File: src/rtl/serial_adder_pkg.sv
// rtl/serial_adder_pkg.sv - shared state encoding and width helper for the bit-serial adder
//
// Contents:
//   state_t           FSM state encoding (IDLE=0, RUN=1, DONE=2; 3 is unused)
//   cnt_width(width)  bit-counter width for a given operand width, i.e. $clog2(width)

package serial_adder_pkg;

    typedef enum logic [1:0] {
        ST_IDLE = 2'd0,
        ST_RUN  = 2'd1,
        ST_DONE = 2'd2
    } state_t;

    function automatic int cnt_width(input int width);
        return $clog2(width);
    endfunction

endpackage

File: src/rtl/serial_adder_ctrl_full_adder.sv
// rtl/serial_adder_ctrl_full_adder.sv - single-bit full-adder cell
//
// Ports:
//   a, b   in   operand bits
//   c_in   in   carry in
//   y      out  sum bit
//   c_out  out  carry out

module serial_adder_ctrl_full_adder (
    input  logic a,
    input  logic b,
    input  logic c_in,
    output logic y,
    output logic c_out
);

    assign y     = a ^ b ^ c_in;
    assign c_out = (a & b) | (a & c_in) | (b & c_in);

endmodule

File: src/rtl/serial_adder_ctrl.sv
// rtl/serial_adder_ctrl.sv - bit-serial adder controller, one bit per clock, LSB first
//
// Parameters:
//   WIDTH   operand/result width (>= 2)
// Ports:
//   clk     in   clock, rising edge
//   rst     in   synchronous active-high reset
//   start   in   add request, sampled in IDLE or DONE only
//   a, b    in   operands, captured on the accepting edge
//   c_in    in   carry-in, captured on the accepting edge
//   busy    out  high while the add is in progress
//   done    out  one-cycle pulse when sum/c_out/ovf are fresh
//   sum     out  result modulo 2^WIDTH, held until the next completion
//   c_out   out  carry out of the MSB
//   ovf     out  two's-complement overflow

module serial_adder_ctrl
    import serial_adder_pkg::*;
#(
    parameter int WIDTH = 8
) (
    input  logic             clk,
    input  logic             rst,
    input  logic             start,
    input  logic [WIDTH-1:0] a,
    input  logic [WIDTH-1:0] b,
    input  logic             c_in,
    output logic             busy,
    output logic             done,
    output logic [WIDTH-1:0] sum,
    output logic             c_out,
    output logic             ovf
);

    localparam int CNT_W = cnt_width(WIDTH);
    localparam logic [CNT_W-1:0] CNT_LAST = CNT_W'(WIDTH - 1);

    state_t           state_q,  state_d;
    logic [WIDTH-1:0] sh_a_q,   sh_a_d;
    logic [WIDTH-1:0] sh_b_q,   sh_b_d;
    logic [WIDTH-1:0] sum_sh_q, sum_sh_d;
    logic [CNT_W-1:0] cnt_q,    cnt_d;
    logic             carry_q,  carry_d;
    logic             busy_q,   busy_d;
    logic             done_q,   done_d;
    logic [WIDTH-1:0] sum_q,    sum_d;
    logic             c_out_q,  c_out_d;
    logic             ovf_q,    ovf_d;

    logic fa_y;
    logic fa_co;

    serial_adder_ctrl_full_adder u_fa (
        .a     (sh_a_q[0]),
        .b     (sh_b_q[0]),
        .c_in  (carry_q),
        .y     (fa_y),
        .c_out (fa_co)
    );

    always_comb begin
        state_d  = state_q;
        sh_a_d   = sh_a_q;
        sh_b_d   = sh_b_q;
        sum_sh_d = sum_sh_q;
        cnt_d    = cnt_q;
        carry_d  = carry_q;
        busy_d   = busy_q;
        done_d   = 1'b0;
        sum_d    = sum_q;
        c_out_d  = c_out_q;
        ovf_d    = ovf_q;

        case (state_q)
            ST_RUN: begin
                // New sum bit enters at the MSB so after WIDTH shifts bit 0 sits at the LSB.
                sum_sh_d = (sum_sh_q >> 1) | {fa_y, {(WIDTH-1){1'b0}}};
                sh_a_d   = sh_a_q >> 1;
                sh_b_d   = sh_b_q >> 1;
                carry_d  = fa_co;
                cnt_d    = cnt_q + CNT_W'(1);
                if (cnt_q == CNT_LAST) begin
                    sum_d   = sum_sh_d;
                    c_out_d = fa_co;
                    // carry_q is the carry into the MSB on this last step.
                    ovf_d   = carry_q ^ fa_co;
                    done_d  = 1'b1;
                    busy_d  = 1'b0;
                    state_d = ST_DONE;
                end
            end
            // IDLE, DONE and the unused encoding all behave as "ready for start".
            default: begin
                busy_d = 1'b0;
                if (start) begin
                    sh_a_d  = a;
                    sh_b_d  = b;
                    carry_d = c_in;
                    cnt_d   = '0;
                    busy_d  = 1'b1;
                    state_d = ST_RUN;
                end else begin
                    state_d = ST_IDLE;
                end
            end
        endcase
    end

    always_ff @(posedge clk) begin
        if (rst) begin
            state_q  <= ST_IDLE;
            sh_a_q   <= '0;
            sh_b_q   <= '0;
            sum_sh_q <= '0;
            cnt_q    <= '0;
            carry_q  <= 1'b0;
            busy_q   <= 1'b0;
            done_q   <= 1'b0;
            sum_q    <= '0;
            c_out_q  <= 1'b0;
            ovf_q    <= 1'b0;
        end else begin
            state_q  <= state_d;
            sh_a_q   <= sh_a_d;
            sh_b_q   <= sh_b_d;
            sum_sh_q <= sum_sh_d;
            cnt_q    <= cnt_d;
            carry_q  <= carry_d;
            busy_q   <= busy_d;
            done_q   <= done_d;
            sum_q    <= sum_d;
            c_out_q  <= c_out_d;
            ovf_q    <= ovf_d;
        end
    end

    assign busy  = busy_q;
    assign done  = done_q;
    assign sum   = sum_q;
    assign c_out = c_out_q;
    assign ovf   = ovf_q;

endmodule

File: config.mk
export PLATFORM = sky130hd
export DESIGN_NAME = serial_adder_ctrl
export DESIGN_NICKNAME = d
export VERILOG_FILES = /design/src/rtl/serial_adder_pkg.sv /design/src/rtl/serial_adder_ctrl_full_adder.sv /design/src/rtl/serial_adder_ctrl.sv
export SDC_FILE = /design/constraint.sdc
export NUM_CORES = 1
export LEC_CHECK = 0
export CORE_MARGIN = 2
export CORE_UTILIZATION = 45
export DETAILED_ROUTE_END_ITERATION = 8
export GPL_ROUTABILITY_DRIVEN = 0
export HOLD_SLACK_MARGIN = 0.08
export PLACE_DENSITY = 0.75
export SLEW_MARGIN = 20
export SYNTH_ARGS = -nofsm -noshare
export SYNTH_HDL_FRONTEND = slang
export SYNTH_SLANG_ARGS = --single-unit
File: constraint.sdc
create_clock -name clk -period 2.9 [get_ports clk]
set_input_delay 0.29 -clock clk [delete_from_list [all_inputs] [get_ports clk]]
set_output_delay 0.29 -clock clk [all_outputs]
set_load 0.005 [all_outputs]
# Yosys cells after proc, flatten, opt, wreduce, memory -nomap -nowiden
# Cells that the tools add are included.
[totals]
reg_bits = 42
elab_cells = 46
out_inout_bits = 12
[op_classes]
n_eq_ne = 3
bitwise = 10
n_reduce_logical = 4
mux = 15
addsub = 1
[ops]
columns = ["cell", "count"]
rows = [
  ["two-way mux 7 bit", 4],
  ["OR 7 x 8 -> 8 bit", 1],
  ["two-way mux 1 bit", 7],
  ["two-way mux 3 bit", 2],
  ["two-way mux 2 bit", 2],
  ["OR reduction 2 bit", 2],
  ["adder 3 x 1 -> 3 bit, second input constant", 1],
  ["AND 1 bit", 3],
  ["== test 3 bit, second input constant", 1],
  ["XOR 1 bit", 3],
  ["== test 2 x 1 -> 1 bit, second input constant", 1],
  ["inequality test 2 bit, second input constant", 1],
  ["OR 1 bit", 2],
  ["AND reduction 2 bit", 1],
  ["nonzero test 2 bit", 1],
  ["NOT 1 bit", 1],
]

# Longest topological paths before layout
[logic_depth]
ltp_word = 4
ltp_mapped = 6
depth_no_buf = 5

# By module
# Synthesis repeated with hierarchy kept, for this count alone.
[hier_totals]
hier_cells = 173
hier_area_um2 = 1660.3
[by_module_without_submodules]
columns = ["module", "area_each_um2", "n_inst", "seq_area_each_um2", "cells_per_inst"]
rows = [
  ["serial_adder_ctrl", 1640.3, 1, 800.8, 172],
  ["serial_adder_ctrl_full_adder", 20.0, 1, 0.0, 1],
]

# Least setup slack after synthesis
# OpenSTA, ideal clock, no wires.
[synth_path]
path_type = "flip-flop to flip-flop"
from = "register cnt_q[0]"
to = "register ovf_q (netlist: ovf)"
path_slack_ns = 1.645
required_time_ns = 2.813
stages_incl_launch_ff = 6
arrival_time_ns = 1.169
n_path_buf = 1
period_less_slack_ns = 1.255
path_cell_list = "dfxtp_1 -> ha_1 -> ha_1 -> and3b_1 -> buf_2 -> a211oi_1"
[synth_between]
elab_chain_len = 2
[synth_lines]
columns = ["element", "line_no", "text"]
rows = [
  ["start, declared", "serial_adder_ctrl.sv:42", "logic [CNT_W-1:0] cnt_q, cnt_d;"],
  ["start signal, assigned", "serial_adder_ctrl.sv:127", "cnt_q <= cnt_d;"],
  ["== test 3 bit", "serial_adder_ctrl.sv:82", "if (cnt_q == CNT_LAST) begin"],
  ["AND reduction 2 bit (no line)", "--", ""],
  ["end signal, assigned", "serial_adder_ctrl.sv:133", "ovf_q <= ovf_d;"],
  ["end, declared", "serial_adder_ctrl.sv:48", "logic ovf_q, ovf_d;"],
]
# Every way passes these cells.
# A chain may end at the register's enable or synchronous reset.

==> results.sh <==
export IMPL_hold_class="flip-flop to flip-flop"
export IMPL_area_delta_synth_final_pct=26.1
export IMPL_finalCriticalPeriod_ns=1.48
export IMPL_cts_setup_buffers=0
export IMPL_grt_total_usage_pct=16.8
export IMPL_critPathTopFamily="buffers and inverters"
export IMPL_max_cap_violations=0
export IMPL_slowest_delay_ns=0.52
export IMPL_rsz0062_at_grt="false"
export IMPL_yosysUniqueCellTypes=21
export IMPL_syn_nets=196
export IMPL_ys_seq_elements=40
export IMPL_drc_errors=0
export IMPL_grt_pass1_vias=1237
export IMPL_slew_headroom_pct=43.3
export IMPL_core_mm2=0.00361
export IMPL_ir_drop_mv=0.270
export IMPL_yosysTopAreaCell="dfxtp_1"
export IMPL_maxSlewViolCount=0
export IMPL_worst_pin_slew_ns=0.851
export IMPL_rows=22
export IMPL_placed_cell_area_mm2=0.00197
export IMPL_synth_area_top_cells="dfxtp_1, a211oi_2, mux2i_1"
export IMPL_root_buffer="clkbuf_8"
export IMPL_critPathSlowestCell="clkdlybuf4s50_1"
export IMPL_fin_ws_ns=1.42
export IMPL_path_class="flip-flop to primary output"
export IMPL_tns_ns=0
export IMPL_grt_overflow=0
export IMPL_synth_top_area_share_pct=48.2
export IMPL_synth_edf_count=0
export IMPL_dp_final_hpwl_mm=2.22
export IMPL_dr_total_vias=1256
export IMPL_cts_tree="yes"
export IMPL_syn_area_mm2=0.00166
export IMPL_finalSetupViolations=0
export IMPL_fin_crit_sh_pct=51.2
export IMPL_cts_clk_slew_worst_paths_ns=0.07
export IMPL_clockBufferDepth=2
export IMPL_status="completed"
export IMPL_fmaxAchievable_mhz=674
export IMPL_end_kind="primary output"
export IMPL_num_antenna_cells=0
export IMPL_crit_chain="clkdlybuf4s50_1"
export IMPL_synth_ff_type="dfxtp_1"
export IMPL_cts_sinks=40
export IMPL_grt_max_degree=41
export IMPL_die_area_mm2=0.00420
export IMPL_whs_ns=0.458
export IMPL_drt_total_wl_mm=3.21
export IMPL_first_pass_iters=6
export IMPL_p_leak_nw=0.784
export IMPL_clkLatencyLatePin_ns=0.29
export IMPL_antenna_found_initial=0
export IMPL_cp_max_fo=5
export IMPL_nets=223
export IMPL_start_util_pct=46.1
export IMPL_ioPinCount=32
export IMPL_cp_arrival_ns=1.19
export IMPL_initialDrtViolationCount=68
export IMPL_finalHoldViolCount=0
export IMPL_postRouteAntennaNets=0
export IMPL_syn_area_per_cell_um2=9.61
export IMPL_pre_cts_ws_ns=1.30
export IMPL_worstPathRequired_ns=2.61
export IMPL_die_y_um=64.8
export IMPL_skew_ns=0.00615
export IMPL_die_width_um=64.8
export IMPL_cts_htree_levels=2
export IMPL_grt_pass1_wl_mm=5.38
export IMPL_final_area_mm2=0.00210
export IMPL_wl_per_cell_um=12.9
export IMPL_final_layout_size_suffix_gt1_share_pct=12.5
export IMPL_synth_async_reset_ratio_pct=0
export IMPL_r2r_slack_ns=1.43
export IMPL_worst_path_buf_inv=1
export IMPL_syn_instance_count=173
export IMPL_power_density_mw_per_mm2=589
export IMPL_yosys_warnings=0
export IMPL_postCtsHoldBufs=0
export IMPL_routed_via_density=5.06
export IMPL_seq_area_frac_synth_pct=48.2
export IMPL_worstSetupStartpointType="flip-flop"
export IMPL_cts_buffers_inserted=5
export IMPL_cts_resized=0
export IMPL_io_buffers=31
==> cells by family (layout without fill, tap and decap cells) <==
logic type      count (synthesis)  in the layout  synth area share [%]
compound gates                 36             36                  17.8
xor+xnor                        1              1                 0.527
fa+ha+maj                       3              3                  2.71
buf+inv                        13             40                  4.51
flops                          40             40                  48.2
mux                            17             17                  10.2
simple gates                   63             63                  16.1
==> layout make-up <==
type | instances | area (um^2)
clock buffers | 5 | 68.8
clock inverters | 2 | 60.1
fillers | 335 | 1510
multi-input cells | 120 | 787
flip-flops and latches | 40 | 801
well taps | 48 | 60.1
repair buffers | 33 | 320
==> state kept, by name, summed over array words and instances, names as in the netlist <==
register  cells
c_out         1
carry_q       1
cnt_q         3
done          1
ovf           1
sh_a_q        8
sh_b_q        8
state_q       2
sum           8
sum_sh_q      7
==> cell usage in the layout (no fill, tap or decap) <==
cell type / count
a211oi_1: 1
a211oi_2: 15
a21oi_1: 19
and2b_1: 1
and3b_1: 1
buf_2: 1
buf_4: 2
bufinv_16: 2
clkbuf_8: 5
clkdlybuf4s50_1: 30
dfxtp_1: 40
fa_1: 1
ha_1: 2
mux2i_1: 17
nand2_1: 34
nand2b_1: 2
nand3b_1: 4
nor2_1: 19
nor3_1: 2
o21ai_0: 1
xnor2_1: 1
==> per-stage QoR <==
| step | std cells | util, % | power [mW] |
|---|---|---|---|
| 3_5_place_dp | 241 | 54.6 | 0.731 |
| 6_report | 248 | 58.2 | 1.23 |
| 4_1_cts | 248 | 58.2 | 1.25 |
| 3_3_place_gp | 241 | 54.6 | 0.724 |
| 2_1_floorplan | 173 | - | 0.688 |
| 5_1_grt | 248 | 58.2 | 1.29 |
==> tightest hold or removal path, cell delays in order, from the launching register on <==
cell	delay [ns]
dfxtp_1	0.31
nand2_1	0.05
a21oi_1	0.05
==> report_power, final <==
part	total [mW]	internal, mW	leakage [nW]	switching, mW
Sequential	0.589	0.573	0.327	0.0161
Clock	0.517	0.338	0.0642	0.178
Combinational	0.128	0.0638	0.393	0.0646
==> synthesized netlist by cell type (2+ instances only) <==
cell type,n
a21oi_1,19
mux2i_1,17
dfxtp_1,40
buf_4,3
nand2b_1,2
nor2_1,19
nand3b_1,4
a211oi_2,15
ha_1,2
clkbuf_1,2
nor3_1,2
nand2_1,34
buf_2,6
==> layer usage <==
layer,vias up,GRT usage (%),wire (um)
met5,-,0,0
met4,0,7.98,37
met3,4,4.17,93
met2,25,29.1,1670
met1,585,19.3,1410
li1,642,-,-
==> final timing paths <==
kind | cells after the start | from | endpoint
worst min register to register | 2 | sum[5] | sum[5]
worst max register to register | 4 | state_q[1] | sh_b_q[6]
worst max-delay path | 1 | state_q[0] | busy
worst min-delay path | 2 | sum[5] | sum[5]
(Power assumes the default switching activity.)
